--- config.mk ---
export PLATFORM = sky130hd
export DESIGN_NAME = bar_processor
export DESIGN_NICKNAME = d
export VERILOG_FILES = /design/src/rtl/bar_processor.sv
export SDC_FILE = /design/constraint.sdc
export NUM_CORES = 2
export LEC_CHECK = 0
export CORE_MARGIN = 3
export CORE_UTILIZATION = 30
export CTS_CLUSTER_DIAMETER = 50
export CTS_CLUSTER_SIZE = 25
export DETAILED_ROUTE_END_ITERATION = 10
export PLACE_DENSITY = 0.49
export SYNTH_ARGS = -nofsm -noshare
export SYNTH_HDL_FRONTEND = slang
export SYNTH_SLANG_ARGS = --single-unit
--- constraint.sdc ---
create_clock -name clk -period 24.2 [get_ports clk]
set_input_delay 2.42 -clock clk [delete_from_list [all_inputs] [get_ports clk]]
set_output_delay 2.42 -clock clk [all_outputs]
set_load 0.03 [all_outputs]
--- src/rtl/bar_processor.sv ---
// rtl/bar_processor.sv - FFT bins to peak-held, clipped VGA bar heights
module bar_processor #(
    parameter int N_BINS      = 16,
    parameter int IN_W        = 36,
    parameter int BAR_W       = 18,
    parameter int SCALE_SHIFT = 0,
    parameter int BAR_MAX     = 480,
    parameter int DECAY_SHIFT = 3
) (
    input  logic                      clk,
    input  logic                      rst,
    input  logic                      start,
    input  logic [N_BINS*IN_W-1:0]    freqs,
    output logic [N_BINS*BAR_W-1:0]   bars,
    output logic                      busy,
    output logic                      done
);

    localparam int HALF_W = IN_W / 2;
    localparam int IDX_W  = $clog2(N_BINS);

    typedef enum logic [1:0] {IDLE, CAPTURE, PROC, COMMIT} state_t;

    state_t                     state_q, state_d;
    logic [N_BINS*IN_W-1:0]     snap;
    logic [N_BINS*BAR_W-1:0]    work;
    logic [N_BINS*BAR_W-1:0]    commit_vec;
    logic [IDX_W-1:0]           idx;
    logic                       last;

    logic [IN_W-1:0]            cur;
    logic [HALF_W-2:0]          a, b, mx, mn;
    logic [HALF_W-1:0]          mag, scaled;
    logic [BAR_W-1:0]           clipped, prev, step, decayed, result;

    // |-2^(W-1)| does not fit in W-1 bits, so it saturates to the largest magnitude
    function automatic logic [HALF_W-2:0] abs_sat(input logic [HALF_W-1:0] v);
        if (!v[HALF_W-1])
            return v[HALF_W-2:0];
        else if (v[HALF_W-2:0] == '0)
            return '1;
        else
            return ~v[HALF_W-2:0] + (HALF_W-1)'(1);
    endfunction

    assign last = (idx == IDX_W'(N_BINS - 1));

    always_ff @(posedge clk) begin
        if (!rst)
            state_q <= IDLE;
        else
            state_q <= state_d;
    end

    always_comb begin
        state_d = state_q;
        busy    = 1'b0;
        done    = 1'b0;
        case (state_q)
            IDLE: begin
                if (start)
                    state_d = CAPTURE;
            end
            CAPTURE: begin
                busy    = 1'b1;
                state_d = PROC;
            end
            PROC: begin
                busy = 1'b1;
                if (last)
                    state_d = COMMIT;
            end
            COMMIT: begin
                done    = 1'b1;
                state_d = IDLE;
            end
            default: state_d = IDLE;
        endcase
    end

    // Alpha-max-beta-min magnitude, then scale/clip, then peak-hold against the displayed bar
    always_comb begin
        cur = snap[idx*IN_W +: IN_W];
        a   = abs_sat(cur[IN_W-1:HALF_W]);
        b   = abs_sat(cur[HALF_W-1:0]);
        mx  = (a > b) ? a : b;
        mn  = (a > b) ? b : a;
        mag = {1'b0, mx} + HALF_W'(mn >> 1);
        scaled = mag >> SCALE_SHIFT;
        if (scaled > HALF_W'(BAR_MAX))
            clipped = BAR_W'(BAR_MAX);
        else
            clipped = BAR_W'(scaled);

        prev = bars[idx*BAR_W +: BAR_W];
        step = prev >> DECAY_SHIFT;
        if (step == '0)
            step = BAR_W'(1);
        decayed = (prev == '0) ? '0 : prev - step;
        result  = (clipped > decayed) ? clipped : decayed;
    end

    // The last bin is merged here so the full set lands in bars on entry to COMMIT
    always_comb begin
        commit_vec = work;
        commit_vec[(N_BINS-1)*BAR_W +: BAR_W] = result;
    end

    always_ff @(posedge clk) begin
        if (!rst) begin
            snap <= '0;
            work <= '0;
            bars <= '0;
            idx  <= '0;
        end else if (state_q == CAPTURE) begin
            snap <= freqs;
            idx  <= '0;
        end else if (state_q == PROC) begin
            work[idx*BAR_W +: BAR_W] <= result;
            idx <= idx + IDX_W'(1);
            if (last)
                bars <= commit_vec;
        end
    end

endmodule

==> impl_metrics.csv <==
group,metric,value,unit
setup_path,endpoint,"work[167]$_SDFFE_PN0P_",
setup_path,r2r_end,"work[167]$_SDFFE_PN0P_",
cts,cts_hold_buf,0,
timing,relSlewSlack,1.18,%
min_path,min_path_type,"register to register",
cts,ctsLongestPathBuffers,3,
floorplanning,die_x,433,um
timing,whs,450,ps
floorplanning,die_h,433,um
run_status,status,"complete, but fails checks",
global_routing,grt.total_usage,30.6,%
synthesis,synth.avg_cell_area,9.05,um2
setup_path,ff2ff_path_depth,50,
timing,rsz0062_at_grt,"false",
synthesis,syn_area,54700,um2
power_and_ir_drop,power.leakage,0.0247,uW
cts,cts.sinks,1140,
global_routing,grt_max_degree,212,
setup_path,critPathKind,"register to register",
floorplanning,row_count,156,
job,drv_cap,1,
timing,final.setup_skew,71.2,ps
floorplanning,start_util,30.2,%
synthesis,syn_inst,6037,
synthesis,ys_seq_elements,1140,
placed_design,gp_congestion,1.01,
floorplanning,core,181000,um2
cts,cts-root-buf,"clkbuf_16",
synthesis,synth.most_common_cell,"dfxtp_1",
cts,clock_latency,820,ps
routing,wl_per_cell,32.3,um
synthesis,synth_edf_count,0,
cts,postCtsResizedCells,0,
timing,period_needed,14420,ps
final_layout,area_growth,29.5,%
placed_design,preCtsSetupSlack,9840,ps
global_routing,grt_pass1_vias,49528,
synthesis,synth.distinct_cells,99,
setup_path,crit_path_start_kind,"register",
cts,cts_max_level,4,
final_layout,final_layout_size_suffix_gt1_share,9.98,%
timing,tightest_slew,1480,ps
power_and_ir_drop,vdd_drop_max,0.110,mV
global_routing,grt_antenna_before_repair,61,
setup_path,cp-end-kind,"register",
setup_path,timing.reg2reg.setup_slack,9780,ps
run_status,failed_checks,"max-capacitance violations",
routing,ant_nets,0,
synthesis,async_flop_share,0,%
synthesis,ys_top_cells_by_count,"dfxtp_1 (1140), nor2_1 (913), nand2_1 (849)",
setup_path,cp-startpoint,"idx[1]$_SDFFE_PP0P_",
synthesis,yosys.area.top_type,"dfxtp_1",
synthesis,ys.flop_type,"dfxtp_1",
global_routing,globalRouteOverflowTotal,0,
routing,firstDrtPassIters,6,
setup_path,path_max_fanout,53,
power_and_ir_drop,power.density,120,nW/um2
routing,drtIter0Drc,5144,
setup_path,max_stage_delay,1070,ps
routing,routed-via-count,51759,
setup_path,r2r-start,"idx[1]$_SDFFE_PP0P_",
cts,postCtsSetupBuffers,0,
timing,period_share,59.6,%
setup_path,slowest_stage,"a221oi_1",
floorplanning,die-area,187000,um2
setup_path,crit_arrival,15050,ps
global_routing,grt_pass1_wl,404000,um
timing,slew_violations,0,
setup_path,required,24830,ps
cts,clkTransAtPathRegs,60,ps
synthesis,yosys-top-cells-area,"dfxtp_1 (42%), mux2i_1 (12%), mux4_2 (8.9%), nor2_1 (6.3%), nand2_1 (5.8%)",
timing,finalSetupViolations,0,
routing,wl,299000,um
floorplanning,io_pins,869,
routing,routed_via_density,5.58,
cts,cts_buffers,143,
timing,tns,0,ps
routing,drc,0,
final_layout,nets,7407,
synthesis,synth_top_area_share,41.8,%
synthesis,synth-seq-area-share,41.8,%
synthesis,yosys_warnings,0,
placed_design,port-buffer-count,868,
cts,cts_tree,"built",
timing,hold_viol_final,0,
placed_design,dpl.hpwl,229000,um
setup_path,crit_top_cell,"buf_4",
timing,fmax,69.3,MHz
timing,worst_slack,9780,ps
[per-layer routing]
layer	global-route usage (%)	wire [um]
met1	36.2	114000
met2	50.7	141000
met3	6.80	23000
met4	18.5	20900
met5	0	183
[critical path: cells and delay by family (launching register included)]
family / cells / cell delay (ps)
AOI/OAI and AO/OA: 16 / 4740
xor gates and xnor gates: 1 / 430
adders and majority gates: 5 / 1470
buffers and inverters: 10 / 2800
DFF: 1 / 500
muxes: 2 / 940
and+or+nand+nor: 16 / 3180
[flip-flops by register name, indices dropped and copies added (netlist names)]
| name | cells |
|---|---|
| idx | 4 |
| state_q | 2 |
| work | 270 |
| bars | 288 |
| snap | 576 |
[where the power goes]
group	internal, uW	leakage, uW	switching, uW
sequential	2110	0.00925	150
clock	1350	0.00245	968
combinational	1390	0.0130	2550
[layout make-up]
cell class	instances	area, um2
antenna	32	80.1
clock buffer	168	3910
clock inverter	95	1190
fill	18338	110000
inverter	63	244
multi-input combinational	4428	30000
sequential	1140	22800
tap	2370	2970
timing repair buffer	972	9520
[through the flow]
| step | total power (uW) | instance area [um2] | std cells | utilization, % |
|---|---|---|---|---|
| finish | 8520 | 70800 | 9268 | 39.1 |
| global route | 8910 | 70700 | 9241 | 39.1 |
| CTS | 8510 | 70700 | 9236 | 39.1 |
| detailed placement | 6170 | 65600 | 8973 | 36.2 |
| global placement | 6200 | 65600 | 8973 | 36.2 |
| floorplan | 4790 | 54700 | 6045 | - |
[cells by family after synthesis]
group / count (synthesis) / synth area share, %
simple gates: 2139 / 16.1
xor+xnor: 57 / 0.913
mux: 898 / 21.5
other cells: 1 / 0.00686
buf+inv: 477 / 3.65
flops: 1140 / 41.8
fa+ha+maj: 80 / 1.86
compound gates: 1245 / 14.3
[placed cells by master (no fill, tap or decap), types with 17 or more instances in the layout]
cell / netlist / final
dfxtp_1: 1140 / 1136
nor2_1: 913 / 908
clkdlybuf4s50_1: 0 / 867
nand2_1: 849 / 849
mux2i_1: 657 / 657
a21oi_1: 475 / 475
o21ai_0: 232 / 230
mux4_2: 216 / 216
clkbuf_16: 0 / 148
nand3_1: 138 / 138
buf_4: 9 / 100
a31oi_1: 99 / 98
ha_1: 78 / 76
nor3_1: 68 / 65
inv_1: 60 / 59
o31ai_1: 42 / 42
a22oi_1: 41 / 40
a211oi_1: 39 / 38
diode_2: 0 / 32
o21a_1: 31 / 31
o21ai_1: 30 / 31
a32oi_1: 28 / 28
o22ai_1: 27 / 27
xor2_1: 29 / 27
o41ai_1: 27 / 26
and2_1: 25 / 25
xnor2_1: 28 / 25
mux2_2: 24 / 24
inv_6: 0 / 22
nor2b_1: 20 / 20
clkinvlp_4: 0 / 20
nand4_1: 19 / 19
nand2b_1: 18 / 18
nor4_1: 18 / 18
o211ai_1: 17 / 17
[worst min path at each step]
stage / from / slack (ps) / depth (start not counted) / end
2_1_floorplan: work[11]$_SDFFE_PN0P_ / 430 / 2 / bars[11]$_SDFFE_PN0P_
3_3_place_gp: work[5]$_SDFFE_PN0P_ / 440 / 2 / bars[5]$_SDFFE_PN0P_
3_5_place_dp: work[2]$_SDFFE_PN0P_ / 440 / 2 / bars[2]$_SDFFE_PN0P_
4_1_cts: work[2]$_SDFFE_PN0P_ / 450 / 2 / bars[2]$_SDFFE_PN0P_
5_1_grt: work[113]$_SDFFE_PN0P_ / 470 / 2 / bars[113]$_SDFFE_PN0P_
6_report: work[2]$_SDFFE_PN0P_ / 450 / 2 / bars[2]$_SDFFE_PN0P_
(Power assumes the default switching activity.)
